--- src/rtl/mem_port_arbiter_pkg.sv ---
`default_nettype none
// ---------------------------------------------------------------------------
// Module : mem_arb_pkg
// Brief  : Shared types for the I/D memory port arbiter
// Rev    : 1.0  initial release
// ---------------------------------------------------------------------------
package mem_arb_pkg;

  typedef enum logic [1:0] {
    IDLE   = 2'd0,
    BUSY_I = 2'd1,
    BUSY_D = 2'd2
  } arb_state_t;

  typedef enum logic {
    PORT_I = 1'b0,
    PORT_D = 1'b1
  } port_id_t;

  typedef struct packed {
    logic        read;
    logic        write;
    logic [3:0]  byte_enable;
    logic [31:0] address;
    logic [31:0] wdata;
  } mem_cmd_t;

endpackage
`default_nettype wire

--- src/rtl/mem_port_arbiter_pick.sv ---
`default_nettype none
// ---------------------------------------------------------------------------
// Module : arb_rr_pick
// Brief  : Combinational two-way picker (round-robin or fixed D priority)
// Rev    : 1.0  initial release
// ---------------------------------------------------------------------------
module arb_rr_pick
  import mem_arb_pkg::*;
(
  input  logic     req_i,
  input  logic     req_d,
  input  port_id_t last_grant,
  input  logic     fixed_d,
  output logic     grant_valid,
  output port_id_t grant_id
);

  // A lone requester always wins; a tie goes to D when fixed, else away from the last winner
  always_comb begin
    grant_valid = req_i | req_d;
    grant_id    = PORT_I;
    if (req_i && req_d) begin
      if (fixed_d || (last_grant == PORT_I)) begin
        grant_id = PORT_D;
      end
    end else if (req_d) begin
      grant_id = PORT_D;
    end
  end

endmodule
`default_nettype wire

--- src/rtl/mem_port_arbiter.sv ---
`default_nettype none
// ---------------------------------------------------------------------------
// Module : mem_port_arbiter
// Brief  : Shares one single-ported memory between an I and a D requester
// Rev    : 1.0  initial release
// ---------------------------------------------------------------------------
module mem_port_arbiter
  import mem_arb_pkg::*;
#(
  parameter bit FIXED_D_PRIO = 1'b0,
  parameter int TIMEOUT      = 0
) (
  input  logic        clk,
  input  logic        rst_n,
  input  logic        i_read,
  input  logic        i_write,
  input  logic [3:0]  i_byte_enable,
  input  logic [31:0] i_address,
  input  logic [31:0] i_wdata,
  output logic        i_resp,
  output logic [31:0] i_rdata,
  input  logic        d_read,
  input  logic        d_write,
  input  logic [3:0]  d_byte_enable,
  input  logic [31:0] d_address,
  input  logic [31:0] d_wdata,
  output logic        d_resp,
  output logic [31:0] d_rdata,
  output logic        mem_read,
  output logic        mem_write,
  output logic [3:0]  mem_byte_enable,
  output logic [31:0] mem_address,
  output logic [31:0] mem_wdata,
  input  logic        mem_resp,
  input  logic [31:0] mem_rdata,
  output logic        timeout_err
);

  // A zero-width counter is meaningless, so a disabled watchdog keeps one bit
  localparam int CNT_W = (TIMEOUT > 0) ? $clog2(TIMEOUT + 1) : 1;

  arb_state_t state_q;
  port_id_t   last_grant_q;
  mem_cmd_t   cmd_q;
  mem_cmd_t   cmd_d;
  mem_cmd_t   i_cmd;
  mem_cmd_t   d_cmd;
  logic       grant_valid;
  port_id_t   grant_id;
  logic       busy;
  logic       wd_fire;
  logic       done;

  assign i_cmd = {i_read, i_write, i_byte_enable, i_address, i_wdata};
  assign d_cmd = {d_read, d_write, d_byte_enable, d_address, d_wdata};
  assign cmd_d = (grant_id == PORT_D) ? d_cmd : i_cmd;

  arb_rr_pick u_pick (
    .req_i       (i_read | i_write),
    .req_d       (d_read | d_write),
    .last_grant  (last_grant_q),
    .fixed_d     (FIXED_D_PRIO),
    .grant_valid (grant_valid),
    .grant_id    (grant_id)
  );

  assign busy = (state_q != IDLE);
  // A real memory response always beats the watchdog in the same cycle
  assign done = busy && (mem_resp || wd_fire);

  generate
    if (TIMEOUT > 0) begin : g_wdog
      logic [CNT_W-1:0] cnt_q;

      // Count BUSY cycles; held at zero while IDLE so every grant starts fresh
      always_ff @(posedge clk or negedge rst_n) begin
        if (!rst_n) begin
          cnt_q <= '0;
        end else if (!busy) begin
          cnt_q <= '0;
        end else begin
          cnt_q <= cnt_q + 1'b1;
        end
      end

      // Fires in the TIMEOUT-th BUSY cycle when memory stays silent
      assign wd_fire = busy && !mem_resp && ((cnt_q + 1'b1) == CNT_W'(TIMEOUT));
    end else begin : g_no_wdog
      assign wd_fire = 1'b0;
    end
  endgenerate

  // Arbitration FSM with the registered memory command
  always_ff @(posedge clk or negedge rst_n) begin
    if (!rst_n) begin
      state_q      <= IDLE;
      last_grant_q <= PORT_D;
      cmd_q        <= '0;
    end else begin
      case (state_q)
        IDLE: begin
          if (grant_valid) begin
            state_q      <= (grant_id == PORT_D) ? BUSY_D : BUSY_I;
            last_grant_q <= grant_id;
            cmd_q        <= cmd_d;
          end
        end
        BUSY_I, BUSY_D: begin
          if (done) begin
            state_q       <= IDLE;
            cmd_q.read    <= 1'b0;
            cmd_q.write   <= 1'b0;
          end
        end
        default: state_q <= IDLE;
      endcase
    end
  end

  assign mem_read        = cmd_q.read;
  assign mem_write       = cmd_q.write;
  assign mem_byte_enable = cmd_q.byte_enable;
  assign mem_address     = cmd_q.address;
  assign mem_wdata       = cmd_q.wdata;

  // Completion is routed only to the owner; a watchdog completion returns zero data
  assign i_resp      = done && (state_q == BUSY_I);
  assign d_resp      = done && (state_q == BUSY_D);
  assign i_rdata     = ((state_q == BUSY_I) && mem_resp) ? mem_rdata : 32'h0;
  assign d_rdata     = ((state_q == BUSY_D) && mem_resp) ? mem_rdata : 32'h0;
  assign timeout_err = wd_fire;

endmodule
`default_nettype wire

--- config.mk ---
export PLATFORM = sky130hd
export DESIGN_NAME = mem_port_arbiter
export DESIGN_NICKNAME = d
export VERILOG_FILES = /design/src/rtl/mem_port_arbiter_pkg.sv /design/src/rtl/mem_port_arbiter_pick.sv /design/src/rtl/mem_port_arbiter.sv
export SDC_FILE = /design/constraint.sdc
export NUM_CORES = 1
export LEC_CHECK = 0
export CAP_MARGIN = 15
export CORE_AREA = 2 2 120 122
export CTS_CLUSTER_SIZE = 25
export DETAILED_ROUTE_END_ITERATION = 8
export DIE_AREA = 0 0 122 124
export HOLD_SLACK_MARGIN = 0.12
export PLACE_DENSITY = 0.73
export SLEW_MARGIN = 20
export SYNTH_ARGS = -nofsm -noshare
export SYNTH_HDL_FRONTEND = slang
export SYNTH_SLANG_ARGS = --single-unit
--- constraint.sdc ---
create_clock -name clk -period 1.4 [get_ports clk]
set_input_delay 0.21 -clock clk [delete_from_list [all_inputs] [get_ports clk]]
set_output_delay 0.21 -clock clk [all_outputs]
set_load 0.005 [all_outputs]
== Word level (Yosys, flattened, before mapping) ==
Cells that the tools add are included.
Cells by class
  equality and inequality tests: 4
  multiplexer cells: 12
  bitwise operators: 3
  reductions and logical operators: 13
Operator list (number)
  70-bit 2-to-1 mux: 2
  32-bit 2-to-1 mux: 2
  2-bit one-hot mux with 2 select lines: 2
  1-bit logical AND: 6
  2-bit 2-to-1 mux: 3
  2-bit != test (second input constant): 2
  2-bit AND reduction: 2
  2-bit nonzero test: 2
  1-bit 2-to-1 mux: 3
  1-bit OR: 3
  3-bit AND reduction: 1
  2-bit by 1-bit == test with 1-bit output (second input constant): 1
  2-bit == test (second input constant): 1
  2-bit zero test: 1
  2-bit OR reduction: 1
Storage, ports and cells
  bits in registers: 73
  logic and storage cells: 39

== Depth between registers and ports, before layout ==
  depth in word-level cells: 6
  gate-level depth with buffers: 7
  mapped depth without buffers: 6

== By module ==
From an unflattened synthesis, not the netlist that was laid out.
Unflattened totals
  cells, all modules: 416
  area, all modules: 4005.1 um^2
Modules (own cells, without submodules)
  mem_port_arbiter: instances 1, cells each 412, area each 3985.1 um^2, seq. area each 1828.0 um^2
  arb_rr_pick: instances 1, cells each 4, area each 20.0 um^2, seq. area each 0.0 um^2

== Worst setup path after synthesis ==
No wires, ideal clock.
  kind: flip-flop to flip-flop
  start: reg state_q[0]
  end: reg cmd_q (netlist bit mem_address[10])
  library setup time: 0.082 ns
  arrival time: 1.468 ns
  data required time: 1.318 ns
  slack: -0.150 ns
  stages on the path, launching flop included: 8
  buffers on the path: 2
  clock period less this slack: 1.550 ns
  path through: dfrtp_1 inv_1 ha_1 nor2b_2 buf_2 buf_2 nor2_1 a31oi_1
Between the ends
  word-level cells in the longest chain between the ends: 2
Ends and longest elaborated chain
  from (decl): RTL line mem_port_arbiter.sv:42  | arb_state_t state_q;
  from (signal assigned): RTL line mem_port_arbiter.sv:103  | state_q <= (grant_id == PORT_D) ? BUSY_D : BUSY_I;
  2-bit zero test: RTL line mem_port_arbiter.sv:100  | case (state_q)
  2-bit AND reduction (no source line)
  to (signal assigned): RTL line mem_port_arbiter.sv:105  | cmd_q <= cmd_d;
  to (decl): RTL line mem_port_arbiter.sv:44  | mem_cmd_t cmd_q;
Every way passes these cells.
A chain may end at the register's enable or synchronous reset.

== Final worst setup path ==
  start: reg state_q[0]
  end: reg cmd_q (netlist bit mem_wdata[31])
Same word-level chain as after synthesis.

==> results.sh <==
export IMPL_ys_seq_area_share_pct=47.3
export IMPL_critPathKind="flip-flop to flip-flop"
export IMPL_grt_pass1_wl_um=26100
export IMPL_vias=5019
export IMPL_setup_viol=139
export IMPL_antenna_found_initial=0
export IMPL_antenna_cells=0
export IMPL_rsz0062_at_grt="true"
export IMPL_utilization_pct=64.2
export IMPL_layout_commonest_cell="clkdlybuf4s50_1"
export IMPL_drt_iter0_drc=203
export IMPL_die_area_um2=15100
export IMPL_hp_class="primary input to asynchronous set/reset pin"
export IMPL_clock_sinks=73
export IMPL_route_detailed_drc=0
export IMPL_dpl_cell_count=957
export IMPL_yosys_warnings=0
export IMPL_fin_crit_sh_pct=125
export IMPL_hold_slack_ns=0.302
export IMPL_fin_ws_ns=-0.354
export IMPL_cts_tree="yes"
export IMPL_hpwl_um=11700
export IMPL_finalHoldViolCount=0
export IMPL_skew_ns=0.00733
export IMPL_routed_wl_um=18600
export IMPL_start_util_pct=28.2
export IMPL_place_gp_congestion=0.926
export IMPL_min_period_ns=1.75
export IMPL_grt_max_degree=68
export IMPL_finalPower_uw=17700
export IMPL_startpoint_type="flip-flop"
export IMPL_avgViaCountPerCell=4.94
export IMPL_area_delta_synth_final_pct=128
export IMPL_clock_latency_ns=0.33
export IMPL_worstSetupEndpointType="flip-flop"
export IMPL_ios=312
export IMPL_final_layout_size_suffix_gt1_share_pct=29.1
export IMPL_fin_setup_tns_ns=-41.92
export IMPL_die_h_um=124
export IMPL_port_buffers=310
export IMPL_fmax_mhz=570
export IMPL_ys_flop_type="dfrtp_1"
export IMPL_drt_pass1_iterations=5
export IMPL_failed_checks="negative setup slack"
export IMPL_die_w_um=122
export IMPL_worst_ir_drop_vdd_v=0.000989
export IMPL_status="complete, but fails checks"
export IMPL_synth_cells=474
export IMPL_grt_pass1_vias=4962
export IMPL_synth_seq_cells=73
export IMPL_seq_area_um2=1830
export IMPL_power_density_nw_per_um2=2010
export IMPL_cts_buffer_depth=2
export IMPL_track_usage_pct=22.1
export IMPL_report_final_slew_viol_count=0
export IMPL_async_flop_share_pct=100
export IMPL_overflow=0
export IMPL_core_um2=13700
export IMPL_syn_area_um2=3870
export IMPL_synth_nets=652
export IMPL_final_cells=1015
export IMPL_rows=43
export IMPL_multi_input_area_um2=2370
export IMPL_avgSynthCellArea_um2=8.16
export IMPL_cts_made_buffers=9
export IMPL_cap_viol_max_count=0
export IMPL_nNetsFinal=1008
export IMPL_cp_max_fo=7
export IMPL_yosysUniqueCellTypes=31
export IMPL_critPathRequiredTime_ns=1.64
export IMPL_power_leakage_uw=0.00414
export IMPL_synth_edf_count=0
export IMPL_layout_common_cells="clkdlybuf4s50_1 (175), nand2_1 (124), dfrtp_1 (72)"
export IMPL_clk_pin_slew_worst_paths_ns=0.06
export IMPL_arrival_ns=2.00
export IMPL_cts_max_level=3
export IMPL_ant_nets=0
export IMPL_wl_per_cell_um=18.4
export IMPL_fillCellCount=1115
export IMPL_cts_root_buf="clkbuf_16"
-- stage by stage --
step	setup slack, ns	area [um^2]
global placement	-0.437	7430
global route	-0.433	8810
floorplan	-0.116	3880
finish	-0.354	8810
CTS	-0.423	8410
detailed placement	-0.484	7430
-- power breakdown --
part / leakage (uW) / total [uW] / internal [uW] / switching, uW
Combinational: 0.00314 / 11100 / 6360 / 4780
Clock: 0.000164 / 2610 / 1740 / 873
Sequential: 0.000841 / 3940 / 3230 / 702
-- metal layers --
metal	GRT usage [%]	vias to the layer above	part of all wire, %	routed length, um
met4	7.04	0	2.0	374
met1	26.5	2422	39	7320
li1	-	2356	-	-
met2	38.9	206	52	9610
met5	0	-	0	0
met3	5.72	35	7.1	1320
-- kinds of logic (layout without fill, tap and decap cells) --
kind of cell,count (synthesis),count (layout),share of synthesized area (%)
other,1,1,0.0970
buffers and inverters,46,407,5.56
AO/OA/AOI/OAI,81,81,14.3
flip-flops,73,73,47.3
adder cells (fa/ha/maj),3,3,0.971
AND/OR/NAND/NOR,270,270,31.8
-- final timing paths --
check,start,end,slack [ns],cells past startpoint
max in group asynchronous,rst_n,last_grant_q$_DFFE_PN1P_,0.54,3
worst max register to register,state_q[0]$_DFFE_PN0P_,mem_wdata[31]$_DFFE_PN0P_,-0.35,11
worst min register to register,mem_address[7]$_DFFE_PN0P_,mem_address[7]$_DFFE_PN0P_,0.54,2
min in group clk,i_address[21],mem_address[21]$_DFFE_PN0P_,0.44,3
worst min-delay path,rst_n,mem_address[12]$_DFFE_PN0P_,0.30,2
worst max-delay path,state_q[0]$_DFFE_PN0P_,mem_wdata[31]$_DFFE_PN0P_,-0.35,11
-- worst max-delay path, stage by stage, from the launching register on --
cell and delay, ns:
dfrtp_1 0.40, buf_6 0.13, inv_4 0.06, buf_6 0.10, ha_4 0.13, nor2b_4 0.17, buf_12 0.13, buf_12 0.13
buf_12 0.11, buf_12 0.11, nor2_1 0.04, a31oi_1 0.15
-- repair_timing --
item / in CTS / in global routing
buffers inserted: 26 / 6
resized for setup: 345 / 134
endpoints found under the hold margin: 72 / 0
setup endpoints to repair: 195 / 154
cloned: 15 / 4
pin swaps: 7 / 8
hold buffers: 1 / 0
-- Yosys cell counts (all sizes together), types with 2 or more instances --
cell | n | share of area (%)
clkbuf | 25 | 2.4
inv | 4 | 0.39
a221oi | 2 | 0.45
nor2 | 66 | 6.4
dfrtp | 72 | 47
buf | 17 | 2.7
a221o | 8 | 2.1
ha | 3 | 0.97
and3 | 64 | 10
a31oi | 60 | 9.7
o21ai | 4 | 0.71
nand2b | 2 | 0.32
nand2 | 125 | 12
nor2b | 10 | 1.9
-- state kept, by name, summed over array words and instances (netlist names) --
register,cells
mem_byte_enable,4
mem_read,1
mem_address,32
mem_wdata,32
last_grant_q,1
mem_write,1
state_q,2
-- area by class of cell --
cell class | count | share of cell area, %
Clock inverter | 5 | 1.18
Multi-Input combinational cell | 355 | 26.9
Clock buffer | 11 | 2.64
Sequential cell | 73 | 20.7
Tap cell | 180 | 2.56
Inverter | 4 | 0.199
Timing Repair Buffer | 387 | 45.7
(Power assumes the default switching activity.)
